### config.mk
export PLATFORM = sky130hd
export DESIGN_NAME = fork_period_meter
export DESIGN_NICKNAME = d
export VERILOG_FILES = /design/src/rtl/cycle_pkg.sv /design/src/rtl/fork_debounce.sv /design/src/rtl/fork_period_meter.sv
export SDC_FILE = /design/constraint.sdc
export NUM_CORES = 1
export LEC_CHECK = 0
export CORE_UTILIZATION = 55
export DETAILED_ROUTE_END_ITERATION = 6
export PLACE_DENSITY = 0.89
export SLEW_MARGIN = 15
export SYNTH_ARGS = -nofsm -noshare
export SYNTH_HDL_FRONTEND = slang
export SYNTH_HIERARCHICAL = 1
export SYNTH_SLANG_ARGS = --single-unit
### constraint.sdc
create_clock -name core_CLK -period 5.1 [get_ports core_CLK]
set_clock_uncertainty 0.05 [all_clocks]
set_input_delay 0.51 -clock core_CLK [delete_from_list [all_inputs] [get_ports core_CLK]]
set_output_delay 0.51 -clock core_CLK [all_outputs]
set_load 0.02 [all_outputs]
### src/rtl/cycle_pkg.sv
// Shared widths, typedefs and FSM state encoding for the fork period meter.
package cycle_pkg;

  localparam int PERIOD_W = 24;
  localparam int REV_W    = 16;

  typedef logic [PERIOD_W-1:0] period_t;
  typedef logic [REV_W-1:0]    rev_t;

  typedef enum logic {
    IDLE = 1'b0,
    RUN  = 1'b1
  } fork_state_e;

endpackage

### src/rtl/fork_debounce.sv
// Fork sensor conditioning: 2-flop synchronizer, optional debounce filter (FORK_DEBOUNCE_EN),
// and a single-cycle strobe on each 1-to-0 transition of the filtered level.
module fork_debounce #(
  parameter int DEBOUNCE_CYCLES = 16
) (
  input  logic clk,
  input  logic rst_n,
  input  logic nfork,
  output logic fork_event
);

`ifdef FORK_DEBOUNCE_EN
  localparam bit DEBOUNCE_EN = 1'b1;
`else
  localparam bit DEBOUNCE_EN = 1'b0;
`endif

  // A zero hold count lets the filtered level follow the synchronizer with no extra delay.
  localparam int HOLD_CYCLES = DEBOUNCE_EN ? DEBOUNCE_CYCLES : 0;
  localparam int CNT_W       = $clog2(HOLD_CYCLES + 2);

  logic             sync1_q;
  logic             sync2_q;
  logic             level_q;
  logic             level_d;
  logic [CNT_W-1:0] cnt_q;
  logic [CNT_W-1:0] cnt_d;

  always_comb begin
    level_d = level_q;
    cnt_d   = '0;
    if (sync2_q != level_q) begin
      if (cnt_q == CNT_W'(HOLD_CYCLES)) begin
        level_d = sync2_q;
      end else begin
        cnt_d = cnt_q + 1'b1;
      end
    end
  end

  always_ff @(posedge clk or negedge rst_n) begin
    if (!rst_n) begin
      sync1_q <= 1'b1;
      sync2_q <= 1'b1;
      level_q <= 1'b1;
      cnt_q   <= '0;
    end else begin
      sync1_q <= nfork;
      sync2_q <= sync1_q;
      level_q <= level_d;
      cnt_q   <= cnt_d;
    end
  end

  assign fork_event = level_q & ~level_d;

endmodule

### src/rtl/fork_period_meter.sv
// Wheel period meter: times the interval between fork events, hands it off over valid/ready,
// counts revolutions and detects a stopped wheel. Debounce is enabled by FORK_DEBOUNCE_EN.
module fork_period_meter
  import cycle_pkg::*;
#(
  parameter int DEBOUNCE_CYCLES = 16,
  parameter int TIMEOUT_CYCLES  = 4194303
) (
  input  logic                core_CLK,
  input  logic                core_nReset,
  input  logic                nfork,
  input  logic                clear,
  output logic [PERIOD_W-1:0] period,
  output logic                period_valid,
  input  logic                period_ready,
  output logic [REV_W-1:0]    rev_count,
  output logic                stopped,
  output logic                overrun
);

  logic        fork_event;
  fork_state_e state_q,        state_d;
  period_t     cnt_q,          cnt_d;
  period_t     period_q,       period_d;
  logic        period_valid_q, period_valid_d;
  rev_t        rev_count_q,    rev_count_d;
  logic        overrun_q,      overrun_d;

  fork_debounce #(
    .DEBOUNCE_CYCLES (DEBOUNCE_CYCLES)
  ) u_debounce (
    .clk        (core_CLK),
    .rst_n      (core_nReset),
    .nfork      (nfork),
    .fork_event (fork_event)
  );

  // NOTE: every signal gets a default at the top of the block, so no path leaves one unassigned
  // and no latch is inferred.
  always_comb begin
    state_d        = state_q;
    cnt_d          = cnt_q;
    period_d       = period_q;
    period_valid_d = period_valid_q;
    rev_count_d    = rev_count_q;
    overrun_d      = overrun_q;

    if (period_valid_q && period_ready) begin
      period_valid_d = 1'b0;
    end

    if (state_q == IDLE) begin
      cnt_d = '0;
      if (fork_event) begin
        state_d = RUN;
        cnt_d   = period_t'(1);
      end
    end else begin
      if (fork_event) begin
        period_d       = cnt_q;
        period_valid_d = 1'b1;
        cnt_d          = period_t'(1);
        // A capture in a transfer cycle is a clean hand-off, not an overwrite.
        if (period_valid_q && !period_ready) begin
          overrun_d = 1'b1;
        end
      end else if (cnt_q == period_t'(TIMEOUT_CYCLES)) begin
        state_d = IDLE;
        cnt_d   = '0;
      end else begin
        cnt_d = cnt_q + 1'b1;
      end
    end

    if (fork_event) begin
      rev_count_d = rev_count_q + 1'b1;
    end

    if (clear) begin
      rev_count_d = '0;
      overrun_d   = 1'b0;
    end
  end

  // NOTE: state registers use non-blocking assignments so every flop samples the pre-edge
  // values; the combinational block above uses blocking ones.
  always_ff @(posedge core_CLK or negedge core_nReset) begin
    if (!core_nReset) begin
      state_q        <= IDLE;
      cnt_q          <= '0;
      period_q       <= '0;
      period_valid_q <= 1'b0;
      rev_count_q    <= '0;
      overrun_q      <= 1'b0;
    end else begin
      state_q        <= state_d;
      cnt_q          <= cnt_d;
      period_q       <= period_d;
      period_valid_q <= period_valid_d;
      rev_count_q    <= rev_count_d;
      overrun_q      <= overrun_d;
    end
  end

  assign period       = period_q;
  assign period_valid = period_valid_q;
  assign rev_count    = rev_count_q;
  assign overrun      = overrun_q;
  assign stopped      = (state_q == IDLE);

endmodule

Word level (Yosys, flattened, before mapping). Index checks and enable logic that the tools add are counted.

$mul: 0. Div/mod/pow operators: 0. Reductions and logical operators: 8. $add $sub $neg: 3. Shift operators: 0. Eq/ne operators: 2. Bitwise operators: 3. Muxes and demuxes: 21. Order comparisons: 0.

Operator list (count): 24-bit 2-to-1 mux (3); 16-bit 2-to-1 mux (2); 24-bit by 1-bit adder with 24-bit output (second input constant) (1); 24-bit by 22-bit equality test with 1-bit output (second input constant) (1); 16-bit by 1-bit adder with 16-bit output (second input constant) (1); 1-bit 2-to-1 mux (16); 2-bit nonzero test (3); 3-bit AND reduction (1); 1-bit logical AND (2); 1-bit inverter (2); 2-bit AND reduction (1); 1-bit adder (second input constant) (1); 1-bit AND (1); 1-bit logical NOT (1); 1-bit inequality test (1).

Bits of input ports: 5. Output and inout bits: 43. Bits in registers: 71. Memories kept: 0. Memory bits (writable): 0. Memory bits (read-only): 0. Bits in latches: 0.

Logic depth before layout (Yosys ltp).
Word-level depth: 7. Gate-level depth with buffers: 7. Gate-level depth less buffers: 5.

Modules after synthesis. The synthesis kept the hierarchy.

By module, submodules not included: fork_period_meter (cells an instance 276, times used 1, area an instance 2987.9 µm²); fork_debounce (cells an instance 5, times used 1, area an instance 88.8 µm²).

Worst setup path after synthesis. Ideal clock, no wire load.

Path type: register -> register. Start point: reg cnt_q[0]. End point: reg cnt_q[10]. Setup time: 121 ps. Stages on the path, launching flop included: 8. Slack: 3028 ps. Path buffers: 2. Clock period less this slack: 2072 ps. Data required time: 4929 ps. Arrival: 1900 ps. Cell sequence: dfrtp_1 > ha_1 > nand4_2 > or4_4 > buf_6 > o21bai_4 > buf_2 > nor2_1.

Cells in the longest elaborated chain, start to end: 4. Elaborated cells between the ends (all ways): 5.

RTL lines: start, declared (RTL line fork_period_meter.sv:23) `period_t cnt_q, cnt_d;`; start signal, assigned (RTL line fork_period_meter.sv:97) `cnt_q <= cnt_d;`; 24-bit by 1-bit adder with 24-bit output or 24-bit by 22-bit equality test with 1-bit output (tied branches) (RTL line fork_period_meter.sv:71, fork_period_meter.sv:67); 24-bit 2-to-1 mux * (RTL line fork_period_meter.sv:67) `end else if (cnt_q == period_t'(TIMEOUT_CYCLES)) begin`; 24-bit 2-to-1 mux * (RTL line fork_period_meter.sv:59) `if (fork_event) begin`; 24-bit 2-to-1 mux * (RTL line fork_period_meter.sv:52) `if (state_q == IDLE) begin`; via cnt_d[10] (RTL line fork_period_meter.sv:23).

The timed path passes the listed nets; every way through them passes the cells marked *. A chain may end at the register's enable or synchronous reset.

Final worst setup path.
Start point: reg u_debounce.level_q. End point: reg period_q[13] (netlist: period[13]).

Cells in the longest elaborated chain, start to end: 5. Elaborated cells between the ends (all ways): 6.

RTL lines: start, declared (RTL line fork_debounce.sv:24) `logic level_q;`; start signal, assigned (RTL line fork_debounce.sv:50) `level_q <= level_d;`; 1-bit 2-to-1 mux or 1-bit inequality test (tied branches) (RTL line fork_debounce.sv:33, fork_debounce.sv:32); 1-bit 2-to-1 mux (RTL line fork_debounce.sv:32) `if (sync2_q != level_q) begin`; 1-bit inverter (RTL line fork_debounce.sv:55) `assign fork_event = level_q & ~level_d;`; 1-bit AND * (RTL line fork_debounce.sv:55); via fork_event (RTL line fork_period_meter.sv:21) `logic fork_event;`; 2-bit AND reduction (no source line) *; end signal, assigned (RTL line fork_period_meter.sv:98) `period_q <= period_d;`; end, declared (RTL line fork_period_meter.sv:24) `period_t period_q, period_d;`.

Marks and branches as above.

==> impl_metrics.py <==
metrics = {
    "status": {
        "outcome": "completed",
    },
    "finish": {
        "fin_nets": 333,
        "utilization": 0.724,
        "layout-drive-gt1-share": 0.130,
        "area_delta_synth_final_pct": 23.2,
        "diodes": 0,
    },
    "synthesis": {
        "synth-main-ff-cell": "dfrtp_1",
        "synth_area_per_cell_um2": 10.9,
        "yosys-top-cells-area": "dfrtp_1 (54%), mux2_2 (7.0%), xnor2_1 (4.0%)",
        "synth-edff-count": 0,
        "synth_top_area_frac": 0.545,
        "synth_fa_ha_area_frac": 0.00813,
        "yosysSeqAreaShare": 0.571,
        "synth.distinct_cells": 35,
        "ys_seq_elements": 70,
        "synth_area_um2": 3080,
        "muxShareOfSynthArea": 0.0760,
        "yosys_warnings": 6,
        "synthXorXnorAreaFrac": 0.0712,
        "synth_top_family_by_area": "simple AND/OR/NAND/NOR gates",
        "yosys.area.top_type": "dfrtp_1",
        "synth-compound-area-share": 0.0549,
        "async_reset_ff_frac": 1.00,
        "syn-num-nets": 288,
        "synth-simple-area-share": 0.190,
        "netlist_instances": 281,
    },
    "timing": {
        "period_share": 0.499,
        "finalSetupTns_ns": 0,
        "timing.slew.headroom": 0.293,
        "slew_viol_final": 0,
        "setup_violations": 0,
        "fmax_mhz": 393,
        "rsz0062_at_grt": "false",
        "hold_viol": 0,
        "worst_pin_slew_ns": 1.06,
        "final.min_clock_period_ns": 2.54,
    },
    "worst_setup_path": {
        "startpoint": "u_debounce/level_q",
        "required_ns": 5.28,
        "startpoint_type": "flip-flop",
        "critPathMaxFanout": 31,
        "r2r_start": "u_debounce/level_q",
        "arrival_ns": 2.72,
        "end_kind": "flip-flop",
        "critical_path_class": "reg -> reg",
    },
    "global_route": {
        "antenna_found_initial": 0,
        "grt_usage": 0.242,
        "grt_pass1_wl_mm": 11.2,
        "grt.overflow.total": 0,
        "grt_pass1_vias": 2371,
        "grt_max_degree": 71,
    },
    "pwr": {
        "internal_power_w": 0.000935,
        "p_sw_frac": 0.244,
        "clockPowerShare": 0.395,
        "p_leak_nw": 1.63,
        "powerDensity_nw_per_um2": 327,
        "seqPwrFrac": 0.500,
        "power.net_switching_w": 0.000302,
        "comb_power_share": 0.105,
        "irDropWorstVdd_uv": 283,
    },
    "die": {
        "coreArea_um2": 5240,
        "io_pins": 48,
        "start_util": 0.587,
        "dieArea_um2": 5900,
        "die_y_um": 76.8,
        "fp-row-count": 26,
        "die_w_um": 76.8,
    },
    "placement": {
        "hpwl_mm": 4.12,
        "numPortBuffers": 47,
        "globalplace.congestion": 0.804,
    },
    "clock_tree": {
        "cts_htree_levels": 3,
        "cts_buffers": 9,
        "cts_resized": 0,
        "post-cts-setup-buffers": 0,
        "clock_latency_ns": 0.35,
        "postCtsHoldBufs": 0,
        "cts.clk_slew.worst_paths_ns": 0.07,
        "clk_path_buf_depth": 2,
        "cts_tree": "built",
        "cts_sinks": 70,
        "root_buffer": "clkbuf_8",
    },
    "detailed_routing": {
        "routed-via-count": 2309,
        "vias_per_cell": 5.76,
        "dr.pass1.iters": 4,
        "wire_per_inst_um": 15.5,
        "drtIter0Drc": 134,
        "ant_nets": 0,
        "drc": 0,
        "routed_wirelength_mm": 6.22,
    },
    "job": {
        "drv_cap": 0,
    },
    "hold_path": {
        "hold_class": "in -> async",
    },
}
[sequential cells by signal, summed over array words and instances, names as in the netlist]
register / count
u_debounce/sync2_q: 1
rev_count: 16
overrun: 1
period: 24
state_q: 1
cnt_q: 24
period_valid: 1
u_debounce/sync1_q: 1
u_debounce/level_q: 1
[power by group through the flow]
| stage | clock network [W] | logic (W) | registers, W |
|---|---|---|---|
| 6_report | 0.000488 | 0.000130 | 0.000619 |
| 5_1_grt | 0.000515 | 0.000144 | 0.000625 |
| 4_1_cts | 0.000493 | 0.000132 | 0.000619 |
| 3_5_place_dp | 0 | 0.000130 | 0.000629 |
| 3_3_place_gp | 0 | 0.000125 | 0.000627 |
| 2_1_floorplan | 0 | 0.0000528 | 0.000641 |
[critical path, cell delays in order (launching register included)]
cell,delay (ns)
dfstp_2,0.52
nor2b_1,0.52
nand2_1,0.79
mux2_2,0.53
[cell type report]
cell class / instances / area (um2)
repair buffers: 48 / 473
multi-input cells: 190 / 1230
flip-flops and latches: 70 / 1760
clock inverters: 4 / 70.1
well taps: 70 / 87.6
fillers: 355 / 1450
clock buffers: 12 / 145
inverters: 7 / 26.3
[final timing paths]
kind                       slack [ns]  cells past startpoint            endpoint
min in group core_CLK            0.31                      0  u_debounce/sync2_q
hold reg to reg                  0.31                      0  u_debounce/sync2_q
setup reg to reg                 2.56                      3          period[13]
max in group asynchronous        4.14                      2            cnt_q[3]
hold / removal                   0.29                      2           period[6]
setup / recovery                 2.56                      3          period[13]
[Yosys cell counts, drive strengths merged (7+ instances only)]
library cell and count:
xnor2 14, o21ai 16, nand3 14, nand4 11, dfrtp 67, inv 7
mux2 19, nor2 32, clkbuf 9, nand2 18, xor2 11, or3 8
a21oi 11
[cell usage in the layout, fill, tap and decap left out, drive strengths merged, types with 12 or more instances in the layout]
cell type / synthesis / final
nor2: 32 / 32
o21ai: 16 / 16
clkbuf: 9 / 12
nand2: 18 / 18
nand3: 14 / 14
clkdlybuf4s50: 0 / 46
xnor2: 14 / 14
mux2: 19 / 19
dfrtp: 67 / 67
[metal layers]
metal,global-route usage,wire (um),vias up
met5,0,0,-
met4,0.113,117,0
met3,0.0655,281,14
met2,0.389,3100,64
met1,0.303,2720,1164
li1,-,-,1067
[cell families (layout without fill, tap and decap cells)]
group / after synthesis / after routing
buf+inv: 21 / 71
compound gates: 30 / 30
mux: 21 / 21
flops: 70 / 70
xor+xnor: 25 / 25
fa+ha+maj: 2 / 2
simple gates: 112 / 112
[per-stage QoR]
step	instances	setup WS (ns)	total power (W)	hold WS [ns]	area [um2]
after floorplan	281	3.03	0.000694	0.164	3080
after global placement	385	2.68	0.000752	0.298	3570
after detailed placement	385	2.54	0.000759	0.298	3570
after CTS	401	2.52	0.00124	0.308	3790
after global routing	401	2.29	0.00128	0.309	3790
final	401	2.56	0.00124	0.294	3790
Power figures use the tool's default switching activity.
